File: src/rtl/cache_pkg.sv
// Shared definitions for the cache miss/fill path: geometry, FSM and owner
// encodings, and address field helpers.
package cache_pkg;

  localparam int ADDR_W  = 16;
  localparam int WORDS   = 8;
  localparam int INDEX_W = 7;
  localparam int TAG_W   = ADDR_W - INDEX_W - 4;
  localparam int OFS_W   = 3;

  typedef enum logic [1:0] {
    IDLE = 2'b00,
    FILL = 2'b01,
    DONE = 2'b10
  } fill_state_e;

  localparam logic OWN_I = 1'b0;
  localparam logic OWN_D = 1'b1;

  function automatic logic [INDEX_W-1:0] addr_set(input logic [ADDR_W-1:0] a);
    return a[INDEX_W+3:4];
  endfunction

  function automatic logic [TAG_W-1:0] addr_tag(input logic [ADDR_W-1:0] a);
    return a[ADDR_W-1:INDEX_W+4];
  endfunction

  // Byte address of 16-bit word w inside the 16-byte block containing a.
  function automatic logic [ADDR_W-1:0] word_addr(input logic [ADDR_W-1:0] a,
                                                  input logic [OFS_W-1:0]  w);
    return {a[ADDR_W-1:4], w, 1'b0};
  endfunction

endpackage

File: src/rtl/cache_fill_ctrl_word_cnt.sv
// 3-bit word counter with enable and asynchronous clear; wrap flags the last
// word of a block so the owner knows the next increment rolls over.
module word_cnt
  import cache_pkg::*;
(
  input  logic             clk,
  input  logic             rst_n,
  input  logic             en,
  output logic [OFS_W-1:0] cnt,
  output logic             wrap
);

  logic [OFS_W-1:0] cnt_q, cnt_d;

  always_comb begin
    cnt_d = cnt_q;
    if (en) cnt_d = cnt_q + OFS_W'(1);
  end

  always_ff @(posedge clk or negedge rst_n) begin
    if (!rst_n) cnt_q <= '0;
    else        cnt_q <= cnt_d;
  end

  assign cnt  = cnt_q;
  assign wrap = (cnt_q == OFS_W'(WORDS - 1));

endmodule

File: src/rtl/cache_fill_ctrl.sv
// Serializes I-cache and D-cache block fills onto one pipelined memory read
// port and steers returning words into the owning cache's arrays.
module cache_fill_ctrl
  import cache_pkg::*;
(
  input  logic               clk,
  input  logic               rst_n,
  input  logic               i_miss,
  input  logic [ADDR_W-1:0]  i_miss_addr,
  input  logic               d_miss,
  input  logic [ADDR_W-1:0]  d_miss_addr,
  input  logic               mem_data_valid,
  output logic               mem_rd_en,
  output logic [ADDR_W-1:0]  mem_addr,
  output logic               fill_owner,
  output logic [INDEX_W-1:0] fill_set,
  output logic               data_wr_en,
  output logic [OFS_W-1:0]   data_wr_word,
  output logic               tag_wr_en,
  output logic [TAG_W-1:0]   fill_tag,
  output logic               i_stall,
  output logic               d_stall,
  output logic               i_fill_done,
  output logic               d_fill_done
);

  fill_state_e       state_q, state_d;
  logic              owner_q, owner_d;
  logic              last_q, last_d;
  logic [ADDR_W-1:0] addr_q, addr_d;
  logic              rd_en_q, rd_en_d;
  logic              i_done_q, i_done_d;
  logic              d_done_q, d_done_d;
  logic              grant_d;

  logic              issue_en, ret_en;
  logic [OFS_W-1:0]  issue_cnt, ret_cnt;
  logic              issue_wrap, ret_wrap;
  logic              in_fill;

  assign in_fill = (state_q == FILL);
  assign issue_en = in_fill && rd_en_q;
  assign ret_en   = in_fill && mem_data_valid;

  word_cnt u_issue_cnt (
    .clk   (clk),
    .rst_n (rst_n),
    .en    (issue_en),
    .cnt   (issue_cnt),
    .wrap  (issue_wrap)
  );

  word_cnt u_ret_cnt (
    .clk   (clk),
    .rst_n (rst_n),
    .en    (ret_en),
    .cnt   (ret_cnt),
    .wrap  (ret_wrap)
  );

  always_comb begin
    state_d  = state_q;
    owner_d  = owner_q;
    last_d   = last_q;
    addr_d   = addr_q;
    rd_en_d  = rd_en_q;
    i_done_d = 1'b0;
    d_done_d = 1'b0;
    // D wins a tie unless it won the previous grant, so neither side starves.
    grant_d  = d_miss && (!i_miss || (last_q == OWN_I));
    case (state_q)
      IDLE: begin
        if (i_miss || d_miss) begin
          owner_d = grant_d ? OWN_D : OWN_I;
          addr_d  = grant_d ? d_miss_addr : i_miss_addr;
          rd_en_d = 1'b1;
          state_d = FILL;
        end
      end
      FILL: begin
        if (rd_en_q && issue_wrap) rd_en_d = 1'b0;
        // Completion counts returned words, so any memory latency works.
        if (mem_data_valid && ret_wrap) begin
          i_done_d = (owner_q == OWN_I);
          d_done_d = (owner_q == OWN_D);
          state_d  = DONE;
        end
      end
      DONE: begin
        last_d  = owner_q;
        state_d = IDLE;
      end
      default: state_d = IDLE;
    endcase
  end

  always_ff @(posedge clk or negedge rst_n) begin
    if (!rst_n) begin
      state_q  <= IDLE;
      owner_q  <= OWN_I;
      last_q   <= OWN_I;
      addr_q   <= '0;
      rd_en_q  <= 1'b0;
      i_done_q <= 1'b0;
      d_done_q <= 1'b0;
    end else begin
      state_q  <= state_d;
      owner_q  <= owner_d;
      last_q   <= last_d;
      addr_q   <= addr_d;
      rd_en_q  <= rd_en_d;
      i_done_q <= i_done_d;
      d_done_q <= d_done_d;
    end
  end

  assign mem_rd_en    = rd_en_q;
  assign mem_addr     = word_addr(addr_q, issue_cnt);
  assign fill_owner   = owner_q;
  assign fill_set     = addr_set(addr_q);
  assign fill_tag     = addr_tag(addr_q);
  assign data_wr_en   = ret_en;
  assign data_wr_word = ret_cnt;
  assign tag_wr_en    = ret_en && ret_wrap;
  assign i_fill_done  = i_done_q;
  assign d_fill_done  = d_done_q;
  assign i_stall      = i_miss && !i_done_q;
  assign d_stall      = d_miss && !d_done_q;

endmodule

File: config.mk
export PLATFORM = sky130hd
export DESIGN_NAME = cache_fill_ctrl
export DESIGN_NICKNAME = d
export VERILOG_FILES = /design/src/rtl/cache_pkg.sv /design/src/rtl/cache_fill_ctrl_word_cnt.sv /design/src/rtl/cache_fill_ctrl.sv
export SDC_FILE = /design/constraint.sdc
export NUM_CORES = 1
export LEC_CHECK = 0
export CELL_PAD_IN_SITES_DETAIL_PLACEMENT = 1
export CELL_PAD_IN_SITES_GLOBAL_PLACEMENT = 2
export CORE_MARGIN = 1.5
export CORE_UTILIZATION = 23
export DETAILED_ROUTE_END_ITERATION = 10
export GPL_TIMING_DRIVEN = 1
export PLACE_DENSITY = 0.84
export SLEW_MARGIN = 0
export SYNTH_ARGS = -nofsm -noshare
export SYNTH_HDL_FRONTEND = slang
export SYNTH_SLANG_ARGS = --single-unit
File: constraint.sdc
create_clock -name clk -period 1.7 [get_ports clk]
set_clock_uncertainty 0.1 [all_clocks]
set_input_delay 0.425 -clock clk [delete_from_list [all_inputs] [get_ports clk]]
set_output_delay 0.425 -clock clk [all_outputs]
set_load 0.05 [all_outputs]
After elaboration in Yosys (flattened, before gate mapping)
Cells that the tools add are included.

Bits of input ports: 37. Word-level logic and storage cells: 50. Bits in registers: 29.

Bitwise operators: 2. Reduce and logical (&&, ||, !) cells: 18. Equal/unequal tests: 7. $add $sub $neg: 2. Multiplexer cells: 12.

Operators by type and width (count): 16-bit 2-to-1 mux (1); 1-bit logical AND (8); 1-bit 2-to-1 mux (7); 3-bit by 1-bit adder with 3-bit output (second input constant) (2); 3-bit equality test (second input constant) (2); 2-bit 2-to-1 mux (2); 2-bit by 1-bit inequality test with 1-bit output (second input constant) (2); 2-bit one-hot mux with 2 select lines (1); 2-bit AND reduction (2); 1-bit logical NOT (3); 3-bit AND reduction (1); 2-bit by 1-bit equality test with 1-bit output (second input constant) (1); 2-bit equality test (second input constant) (1); 2-bit logical NOT (1); 1-bit logical OR (2); 2-bit inequality test (second input constant) (1); 1-bit NOT (2); 1-bit one-hot mux with 2 select lines (1); 2-bit nonzero test (1).

Longest topological paths before layout
Gate-level depths: netlist (run 1).

Word-level depth: 4. Depth in mapped cells: 4. Gate-level depth less buffers: 4.

Hierarchy
A second synthesis (run 1) with hierarchy kept.

Cells, all modules: 95. Area, all modules: 1333.8 sq um.

Modules (own cells, without submodules): cache_fill_ctrl (area each 1071.0 sq um, cells each 79, sequential area each 475.5 sq um, times used 1); word_cnt (area each 131.4 sq um, cells each 8, sequential area each 75.1 sq um, times used 2).

Least setup slack after synthesis (run 1)
No wires, ideal clock.

Path kind: register -> output. Start point: reg u_ret_cnt.cnt_q[0] (netlist: u_ret_cnt.cnt[0]). End point: out tag_wr_en. Buffers on the path: 0. Cell stages (with the launch flop): 4. Arrival: 1.497 ns. Setup slack: -0.322 ns. Required time: 1.175 ns. Path through: dfrtp_1 -> ha_1 -> ha_1 -> and3_1.

Cells in the longest elaborated chain, start to end: 2.

Ends and longest elaborated chain: from (decl) (line cache_fill_ctrl_word_cnt.sv:13) `logic [OFS_W-1:0] cnt_q, cnt_d;`; from (signal assigned) (line cache_fill_ctrl_word_cnt.sv:22) `else cnt_q <= cnt_d;`; 3-bit equality test (line cache_fill_ctrl_word_cnt.sv:26) `assign wrap = (cnt_q == OFS_W'(WORDS - 1));`; 1-bit logical AND (line cache_fill_ctrl.sv:124) `assign tag_wr_en = ret_en && ret_wrap;`; to (decl) (line cache_fill_ctrl.sv:19) `output logic tag_wr_en,`.

No other way between the ends.

Worst setup path after layout (run 1)
Start point: reg u_ret_cnt.cnt_q[1] (netlist: u_ret_cnt.cnt[1]). End point: out tag_wr_en.

Same word-level chain as after synthesis.

==> impl_metrics.yaml, run 1 <==
setup_path:
  worst-setup-path-type: "flop to primary output"
  regToRegSetupSlack_ps: 150
  critical_path.endpoint: "tag_wr_en"
  regToRegEndpoint: "addr_q[11]"
  critPathRequiredTime_ps: 1170
  timing.critical_path.from_type: "flop"
  timing.critical_path.slowest_stage_cell: "sky130_fd_sc_hd__dfrtp_2"
  r2r_start: "last_q"
  crit_path_start: "u_ret_cnt.cnt[1]"
  critPathMaxFanout: 2
  max_stage_delay_ps: 430
  critical_path.endpoint_type: "primary output"
  critical_path.cell_chain: "ha_4 > ha_4 > and3_4 > buf_12"
  critPathMostFrequentCell: "sky130_fd_sc_hd__ha_4"
  crit_buf_inv: 1
  worstPathArrival_ps: 1310
  critPathTopFamily: "flip-flops"
  critical_path_cell_count: 4
  reg2regPathDepth: 4
layout:
  area_growth_from_synthesis_to_layout_pct: 92.2
  design_area_sq_um: 2590
  layout.nets: 207
  antenna_cells: 0
  post_layout_nonfiller_instances: 237
  finalCoreUtilization_pct: 46.4
  post_route_cells_drive_above_1_share_pct: 59.4
detailed_routing:
  num_vias: 969
  drtIter0Drc: 8
  viasPerCell: 4.09
  finalWirelength_um: 3470
  avgRoutedWirePerCell_um: 14.7
  drc_errors: 0
  drtAntennaViolNets: 0
  drt_pass_1_iters: 2
synth:
  synth_commonest_cells: "25 x sky130_fd_sc_hd__dfrtp_1, 18 x sky130_fd_sc_hd__mux2_4, 13 x sky130_fd_sc_hd__buf_4"
  syn-mean-instance-area_sq_um: 14.2
  synthesis.nets: 136
  synth-edff-count: 0
  seq_area_frac_synth_pct: 46.5
  post_synth_instance_area_sq_um: 1350
  synthCells: 95
  ys_ff_latch: 25
  synth_ff_type: "sky130_fd_sc_hd__dfrtp_1"
  async_reset_ff_share_pct: 100
  number_of_synthesis_warnings: 0
  synth.most_common_cell: "sky130_fd_sc_hd__dfrtp_1"
  synth.largest_area_cell: "sky130_fd_sc_hd__dfrtp_1"
  synth.top_cells.by_area: "sky130_fd_sc_hd__dfrtp_1 46%, sky130_fd_sc_hd__mux2_4 20%, sky130_fd_sc_hd__mux2_2 10%"
  synthDominantCellAreaShare_pct: 46.5
  ys_types: 18
placement:
  dp_hpwl_um: 2800
  dp.cells: 229
  dpl-instance-area_sq_um: 2470
  place.port_buffers: 66
  routabilityCongestion: 0.665
  preCtsSetupSlack_ps: -431
global_route:
  wire_length_of_the_first_global_routing_pass_um: 5540
  first_global_vias: 1104
  grt_antenna_before_repair: 0
  grt_max_degree: 26
  globalRouteOverflowTotal: 0
  grtUsageTotal_pct: 11.1
clock_tree:
  clock_tree_from_tritoncts: "done"
  cts_buffer_depth: 2
  clkLatencyLatePin_ps: 260
  ctsRootBufferMaster: "sky130_fd_sc_hd__clkbuf_8"
  htree_num_levels: 1
  cts_hold_buf: 0
  clkTransAtPathRegs_ps: 90
  tritoncts.num_buffers: 3
  clock_sink_count: 25
outcome:
  outcome: "complete, but fails checks"
  violations_in_the_final_reports: "negative setup slack"
sta:
  hold-worst-slack_ps: 426
  timing.final.crit_share_pct: 108
  fmax_mhz: 545
  fin_setup_tns_ps: -135
  timing.final.max_slew_violations: 0
  timing.final.ws_setup_ps: -135
  grt_setup_unrepaired: "yes"
  fin_crit_ps: 1830
  setup_viol: 1
  report.final.hold_viol_count: 0
die:
  core_rows: 27
  die_y_um: 79.5
  fp.coreArea_sq_um: 5570
  ios: 76
  die_area_sq_um: 6320
  floorplan.die.width_um: 79.5
  starting_utilization_of_the_core_area_pct: 24.2
flow_run:
  max_cap_violations: 0
power:
  worst_ir_drop_on_vdd_v: 0.00110
  power.static_leakage_nw: 1.17
  totalPowerFinal_mw: 5.97
  power-per-cell-area_nw_per_um2: 2310
worst_hold_path:
  timing.hold.worst.class: "input pin to asynchronous set/reset pin"
cell type report:
class	instances	area, sq um
fillers	556	2990
repair buffers	81	1170
multi-input cells	54	646
flip-flops and latches	25	628
well taps	72	90.1
clock buffers	4	45.0
inverters	1	3.75
routing by layer:
layer | global-route usage [%] | share of wire (%) | vias up
li1 | - | - | 452
met1 | 12.1 | 35 | 475
met2 | 22.2 | 57 | 40
met3 | 2.63 | 7.5 | 2
met4 | 1.05 | 0.20 | 0
met5 | 0 | 0 | -
what timing repair did:
item / CTS / global route
pin swaps: 1 / 1
endpoints found under the hold margin: 0 / 0
setup buffers: 3 / 1
endpoints found under the setup margin: 17 / 2
resized for setup: 12 / 1
cell families after synthesis:
kind of cell,after synthesis,synth area share [%]
AO/OA/AOI/OAI,3,2.51
XOR/XNOR,2,1.30
adder cells (fa/ha/maj),4,3.72
buffers and inverters,16,9.20
flip-flops,25,46.5
multiplexers,30,30.1
other,1,0.279
AND/OR/NAND/NOR,14,6.41
cells in the final DEF (no fill, tap or decap), types with 3 or more instances in the layout:
cell type / n
sky130_fd_sc_hd__buf_12: 40
sky130_fd_sc_hd__buf_4: 13
sky130_fd_sc_hd__clkbuf_8: 3
sky130_fd_sc_hd__clkdlybuf4s50_1: 25
sky130_fd_sc_hd__dfrtp_1: 23
sky130_fd_sc_hd__dlygate4sd2_1: 3
sky130_fd_sc_hd__mux2_2: 12
sky130_fd_sc_hd__mux2_4: 18
sky130_fd_sc_hd__nand2_1: 3
worst min-delay path by stage:
| stage | from | endpoint | slack [ps] | depth (start not counted) |
|---|---|---|---|---|
| after floorplan | rst_n | addr_q[10] | 30 | 0 |
| after global placement | fill_owner | i_fill_done | 430 | 1 |
| after detailed placement | fill_owner | i_fill_done | 450 | 1 |
| after CTS | rst_n | u_issue_cnt.cnt[0] | 440 | 2 |
| after global routing | rst_n | mem_rd_en | 470 | 2 |
| final | rst_n | u_issue_cnt.cnt[0] | 430 | 2 |
flip-flops by register name, summed over array words and instances (netlist names):
register	flops
mem_rd_en	1
u_ret_cnt.cnt	3
d_fill_done	1
addr_q	12
state_q	2
fill_owner	1
last_q	1
i_fill_done	1
u_issue_cnt.cnt	3
where the power goes:
part           internal [mW]  total, mW  switching (mW)  leakage [nW]
combinational           2.25       4.30            2.05         0.847
clock                  0.167      0.351           0.183        0.0228
sequential             0.876       1.32           0.444         0.297
total                   3.29       5.97            2.68          1.17
No activity file was read; power rests on OpenSTA's default activity.
==> inputs of run 2 (changes only) <==
--- a/config.mk
+++ b/config.mk
@@ -16,3 +16,4 @@
 export SYNTH_ARGS = -nofsm -noshare
 export SYNTH_HDL_FRONTEND = slang
 export SYNTH_SLANG_ARGS = --single-unit
+export TNS_END_PERCENT = 20
==> run 2 against run 1 <==
  * The flow still finishes with violations (negative setup slack)
  * Global-route usage rose by 0.90 points
  * Combinational power hardly changed
  * Clock power increased by 3%
  * Non-clock buffer count unchanged
  * Cell count unchanged
  * Wire length increased by 5.8%
  * Die area is the same
  * Sequential share of layout area down 0.31 points
  * Power increased by 0.77%
  * Sequential power barely moved
==> impl_metrics.yaml, run 2 (synthesis gave the netlist of run 1 again) <==
layout:
  post_route_cells_drive_above_1_share_pct: 60.0
  largest_register_ffs: 12
  multi_input_comb_area_sq_um: 657
  antenna_cells: 0
  register_area_sq_um: 628
  regMostFlops: "addr_q"
  finalCoreUtilization_pct: 47.0
  area_growth_from_synthesis_to_layout_pct: 94.7
  layout.nets: 207
  layout_commonest_cell: "sky130_fd_sc_hd__buf_12"
  design_area_sq_um: 2620
  commonest_non_fill_non_tap_cells_in_the_layout: "40 x sky130_fd_sc_hd__buf_12, 26 x sky130_fd_sc_hd__clkdlybuf4s50_1, 23 x sky130_fd_sc_hd__dfrtp_1"
  fillers: 575
detailed_routing:
  viasPerCell: 4.19
  drc_errors: 0
  drtAntennaViolNets: 0
  avgRoutedWirePerCell_um: 15.5
  drt_pass_1_iters: 2
  num_vias: 993
  finalWirelength_um: 3670
  drtIter0Drc: 11
setup_path:
  worst-setup-path-type: "flop to primary output"
  worstPathArrival_ps: 1320
  timing.critical_path.from_type: "flop"
  critPathRequiredTime_ps: 1170
  critPathMaxFanout: 2
  critical_path.endpoint_type: "primary output"
sta:
  fin_crit_ps: 1840
  timing.final.max_slew_violations: 0
  grt_setup_unrepaired: "yes"
  setup_viol: 2
  timing.final.ws_setup_ps: -144
  fmax_mhz: 542
  report.final.hold_viol_count: 0
  timing.final.crit_share_pct: 108
  fin_setup_tns_ps: -188
flow_run:
  max_cap_violations: 0
placement:
  dpl-instance-area_sq_um: 2460
  routabilityCongestion: 0.651
  place.port_buffers: 66
  dp_hpwl_um: 2720
die:
  die_y_um: 79.5
  die_area_sq_um: 6320
  ios: 76
  floorplan.die.width_um: 79.5
  starting_utilization_of_the_core_area_pct: 24.2
  core_rows: 27
  fp.coreArea_sq_um: 5570
power:
  seq_power_share_pct: 22.2
  worst_ir_drop_on_vdd_v: 0.00108
  power.static_leakage_nw: 1.19
  totalPowerFinal_mw: 6.01
  internal-power_mw: 3.31
  clock_power_share_pct: 6.0
  p_sw_mw: 2.70
  p_sw_share_pct: 45.0
  comb_power_share_pct: 71.8
  power-per-cell-area_nw_per_um2: 2290
outcome:
  outcome: "complete, but fails checks"
  violations_in_the_final_reports: "negative setup slack"
clock_tree:
  htree_num_levels: 1
  ctsRootBufferMaster: "sky130_fd_sc_hd__clkbuf_8"
  clkLatencyLatePin_ps: 260
  cts_buffer_depth: 2
  tritoncts.num_buffers: 3
  clock_tree_from_tritoncts: "done"
  cts_hold_buf: 0
  clock_sink_count: 25
  clkTransAtPathRegs_ps: 90
global_route:
  grt_max_degree: 26
  globalRouteOverflowTotal: 0
  first_global_vias: 1149
  grt_antenna_before_repair: 0
  wire_length_of_the_first_global_routing_pass_um: 5770
  grtUsageTotal_pct: 12.0
worst_hold_path:
  timing.hold.worst.class: "input pin to asynchronous set/reset pin"
-- run 2: worst max-delay path: stages (launching register included) --
cell and delay [ps]:
sky130_fd_sc_hd__dfrtp_2 440, sky130_fd_sc_hd__ha_4 170, sky130_fd_sc_hd__ha_4 150, sky130_fd_sc_hd__and3_4 160, sky130_fd_sc_hd__buf_12 140
-- run 2: final cells by class --
class | count | share of cell area (%)
Sequential cell | 25 | 24.0
Tap cell | 72 | 3.44
Inverter | 1 | 0.143
Multi-Input combinational cell | 54 | 25.1
Clock inverter | 1 | 0.191
Timing Repair Buffer | 81 | 45.6
Clock buffer | 3 | 1.58
-- run 2: path summary, 6_finish.rpt --
| kind | from | end | slack [ps] | depth (start not counted) |
|---|---|---|---|---|
| max reg2reg | last_q | addr_q[11] | 30 | 4 |
| max in group asynchronous | rst_n | u_ret_cnt.cnt[1] | 780 | 2 |
| min in group clk | fill_owner | i_fill_done | 470 | 1 |
| min | rst_n | addr_q[11] | 440 | 2 |
| min reg2reg | fill_owner | i_fill_done | 470 | 1 |
| max | u_ret_cnt.cnt[0] | tag_wr_en | -140 | 4 |
-- run 2: what timing repair did --
action / 4_1_cts / 5_1_grt
endpoints found under the setup margin: 17 / 6
pin swaps: 2 / 1
gates cloned: 1 / 0
setup buffers: 3 / 1
gates resized for setup: 13 / 4
-- run 2: metrics by stage --
stage                     instances  setup slack [ps]  hold slack [ps]
after global placement          228              -401              423
after CTS                       236              -155              459
after floorplan                  95              -143             29.4
final                           237              -144              439
after detailed placement        228              -445              462
after global routing            237              -190              462
-- run 2: metal layers --
metal  up-vias  GRT usage (%)  routed length, um
met4         0           2.63                 14
met5         -              0                  0
met1       509           11.5               1280
li1        451              -                  -
met2        31           25.4               2200
met3         2           2.51                184
-- run 2: power by group through the flow --
stage	sequential (mW)	clock (mW)	combinational [mW]
6_report	1.33	0.360	4.32
5_1_grt	1.39	0.401	4.49
4_1_cts	1.34	0.378	4.32
3_5_place_dp	1.32	0	4.22
3_3_place_gp	1.30	0	4.14
2_1_floorplan	1.96	0	1.51
==> inputs of run 3 (changes only) <==
--- a/config.mk
+++ b/config.mk
@@ -5,9 +5,10 @@
 export SDC_FILE = /design/constraint.sdc
 export NUM_CORES = 1
 export LEC_CHECK = 0
+export ABC_CLOCK_PERIOD_IN_PS = 1700
 export CELL_PAD_IN_SITES_DETAIL_PLACEMENT = 1
 export CELL_PAD_IN_SITES_GLOBAL_PLACEMENT = 2
-export CORE_MARGIN = 1.5
+export CORE_MARGIN = 4
 export CORE_UTILIZATION = 23
 export DETAILED_ROUTE_END_ITERATION = 10
 export GPL_TIMING_DRIVEN = 1
==> run 3 against run 2 <==
  * The flow still finishes with violations (negative setup slack)
  * Die area rose by 13%
  * Cell count shrank 0.42%
  * Final area down 0.86%
  * Fmax rose by 0.31%
  * Power hardly changed
  * Sequential power barely moved
  * Sequential share of layout area is 0.21 points higher
==> impl_metrics.yaml, run 3 (synthesis gave the netlist of run 1 again) <==
die:
  die_y_um: 84.5
  ios: 76
  starting_utilization_of_the_core_area_pct: 24.0
  core_rows: 27
  floorplan.die.width_um: 84.5
  die_area_sq_um: 7140
  fp.coreArea_sq_um: 5610
setup_path:
  timing.critical_path.slowest_stage_cell: "sky130_fd_sc_hd__dfrtp_2"
  worst-setup-path-type: "flop to primary output"
  critPathMostFrequentCell: "sky130_fd_sc_hd__ha_4"
  reg2regPathDepth: 5
  critPathTopFamily: "flip-flops"
  worstPathArrival_ps: 1310
  crit_buf_inv: 1
  critPathMaxFanout: 3
  timing.critical_path.from_type: "flop"
  critical_path.endpoint_type: "primary output"
  regToRegSetupSlack_ps: 90
  critical_path.cell_chain: "ha_4 > ha_4 > and3_4 > buf_12"
  regToRegEndpoint: "addr_q[11]"
  max_stage_delay_ps: 430
  r2r_start: "last_q"
  critPathRequiredTime_ps: 1170
placement:
  routabilityCongestion: 0.761
  place.port_buffers: 66
  dp_hpwl_um: 2970
  dpl-instance-area_sq_um: 2460
  dp.cells: 227
clock_tree:
  ctsRootBufferMaster: "sky130_fd_sc_hd__clkbuf_8"
  clock_sink_count: 25
  cts_hold_buf: 0
  clock_tree_from_tritoncts: "done"
  tritoncts.num_buffers: 3
  clkTransAtPathRegs_ps: 90
  htree_num_levels: 1
  clkLatencyLatePin_ps: 260
  cts_buffer_depth: 2
layout:
  largest_register_ffs: 12
  layout.nets: 206
  commonest_non_fill_non_tap_cells_in_the_layout: "40 x sky130_fd_sc_hd__buf_12, 26 x sky130_fd_sc_hd__clkdlybuf4s50_1, 23 x sky130_fd_sc_hd__dfrtp_1"
  layout_commonest_cell: "sky130_fd_sc_hd__buf_12"
  antenna_cells: 0
  design_area_sq_um: 2600
  regMostFlops: "addr_q"
  area_growth_from_synthesis_to_layout_pct: 93.0
  post_route_cells_drive_above_1_share_pct: 58.5
  post_layout_nonfiller_instances: 236
global_route:
  grt_max_degree: 26
  globalRouteOverflowTotal: 0
  grtUsageTotal_pct: 11.4
  grt_antenna_before_repair: 0
  wire_length_of_the_first_global_routing_pass_um: 6470
  first_global_vias: 1176
detailed_routing:
  drt_pass_1_iters: 3
  drc_errors: 0
  avgRoutedWirePerCell_um: 16.2
  num_vias: 974
  viasPerCell: 4.13
  drtIter0Drc: 8
  finalWirelength_um: 3820
  drtAntennaViolNets: 0
sta:
  report.final.hold_viol_count: 0
  timing.final.ws_setup_ps: -138
  setup_viol: 2
  timing.final.crit_share_pct: 108
  grt_setup_unrepaired: "yes"
  fin_crit_ps: 1840
  fmax_mhz: 544
  timing.final.max_slew_violations: 0
flow_run:
  max_cap_violations: 0
power:
  power.static_leakage_nw: 1.17
  worst_ir_drop_on_vdd_v: 0.00102
  power-per-cell-area_nw_per_um2: 2310
outcome:
  violations_in_the_final_reports: "negative setup slack"
  outcome: "complete, but fails checks"
worst_hold_path:
  timing.hold.worst.class: "input pin to asynchronous set/reset pin"
-- run 3: stage by stage --
step	power (mW)	setup slack [ps]	TNS, ps	hold slack, ps	utilization, %
2_1_floorplan	3.47	-143	-180	29.4	-
3_3_place_gp	5.45	-404	-5660	434	43.8
3_5_place_dp	5.58	-451	-6290	446	43.8
4_1_cts	6.08	-156	-243	422	46.2
5_1_grt	6.29	-193	-323	439	46.3
6_report	6.01	-138	-199	421	46.3
-- run 3: worst max path at each step --
stage	startpoint	to	slack, ps	cells after the start
floorplan	i_fill_done	i_stall	-140	1
global placement	d_miss	addr_q[11]	-400	5
detailed placement	d_miss	addr_q[11]	-450	5
CTS	u_ret_cnt.cnt[0]	tag_wr_en	-160	4
global route	u_ret_cnt.cnt[0]	tag_wr_en	-190	4
finish	u_ret_cnt.cnt[1]	tag_wr_en	-140	4
-- run 3: final cells by class --
class | instances | area, sq um
flip-flops and latches | 25 | 628
fillers | 576 | 3010
repair buffers | 80 | 1190
well taps | 72 | 90.1
clock buffers | 4 | 45.0
multi-input cells | 54 | 638
inverters | 1 | 3.75
-- run 3: metal layers --
metal | vias up | global-route usage, % | part of all wire, %
met3 | 5 | 3.63 | 7.0
met2 | 43 | 21.9 | 57
met5 | - | 0 | 0
li1 | 450 | - | -
met1 | 476 | 12.1 | 35
met4 | 0 | 2.16 | 0.71
-- run 3: timing repair --
item,CTS,global route
cloned,1,0
resized for setup,10,1
pin swaps,0,1
setup buffers,3,1
setup endpoints to repair,17,2
-- run 3: power by group --
group | switching (mW) | leakage (nW) | internal (mW)
Combinational | 2.05 | 0.850 | 2.27
Sequential | 0.462 | 0.297 | 0.876
Clock | 0.184 | 0.0228 | 0.167
Total | 2.70 | 1.17 | 3.31
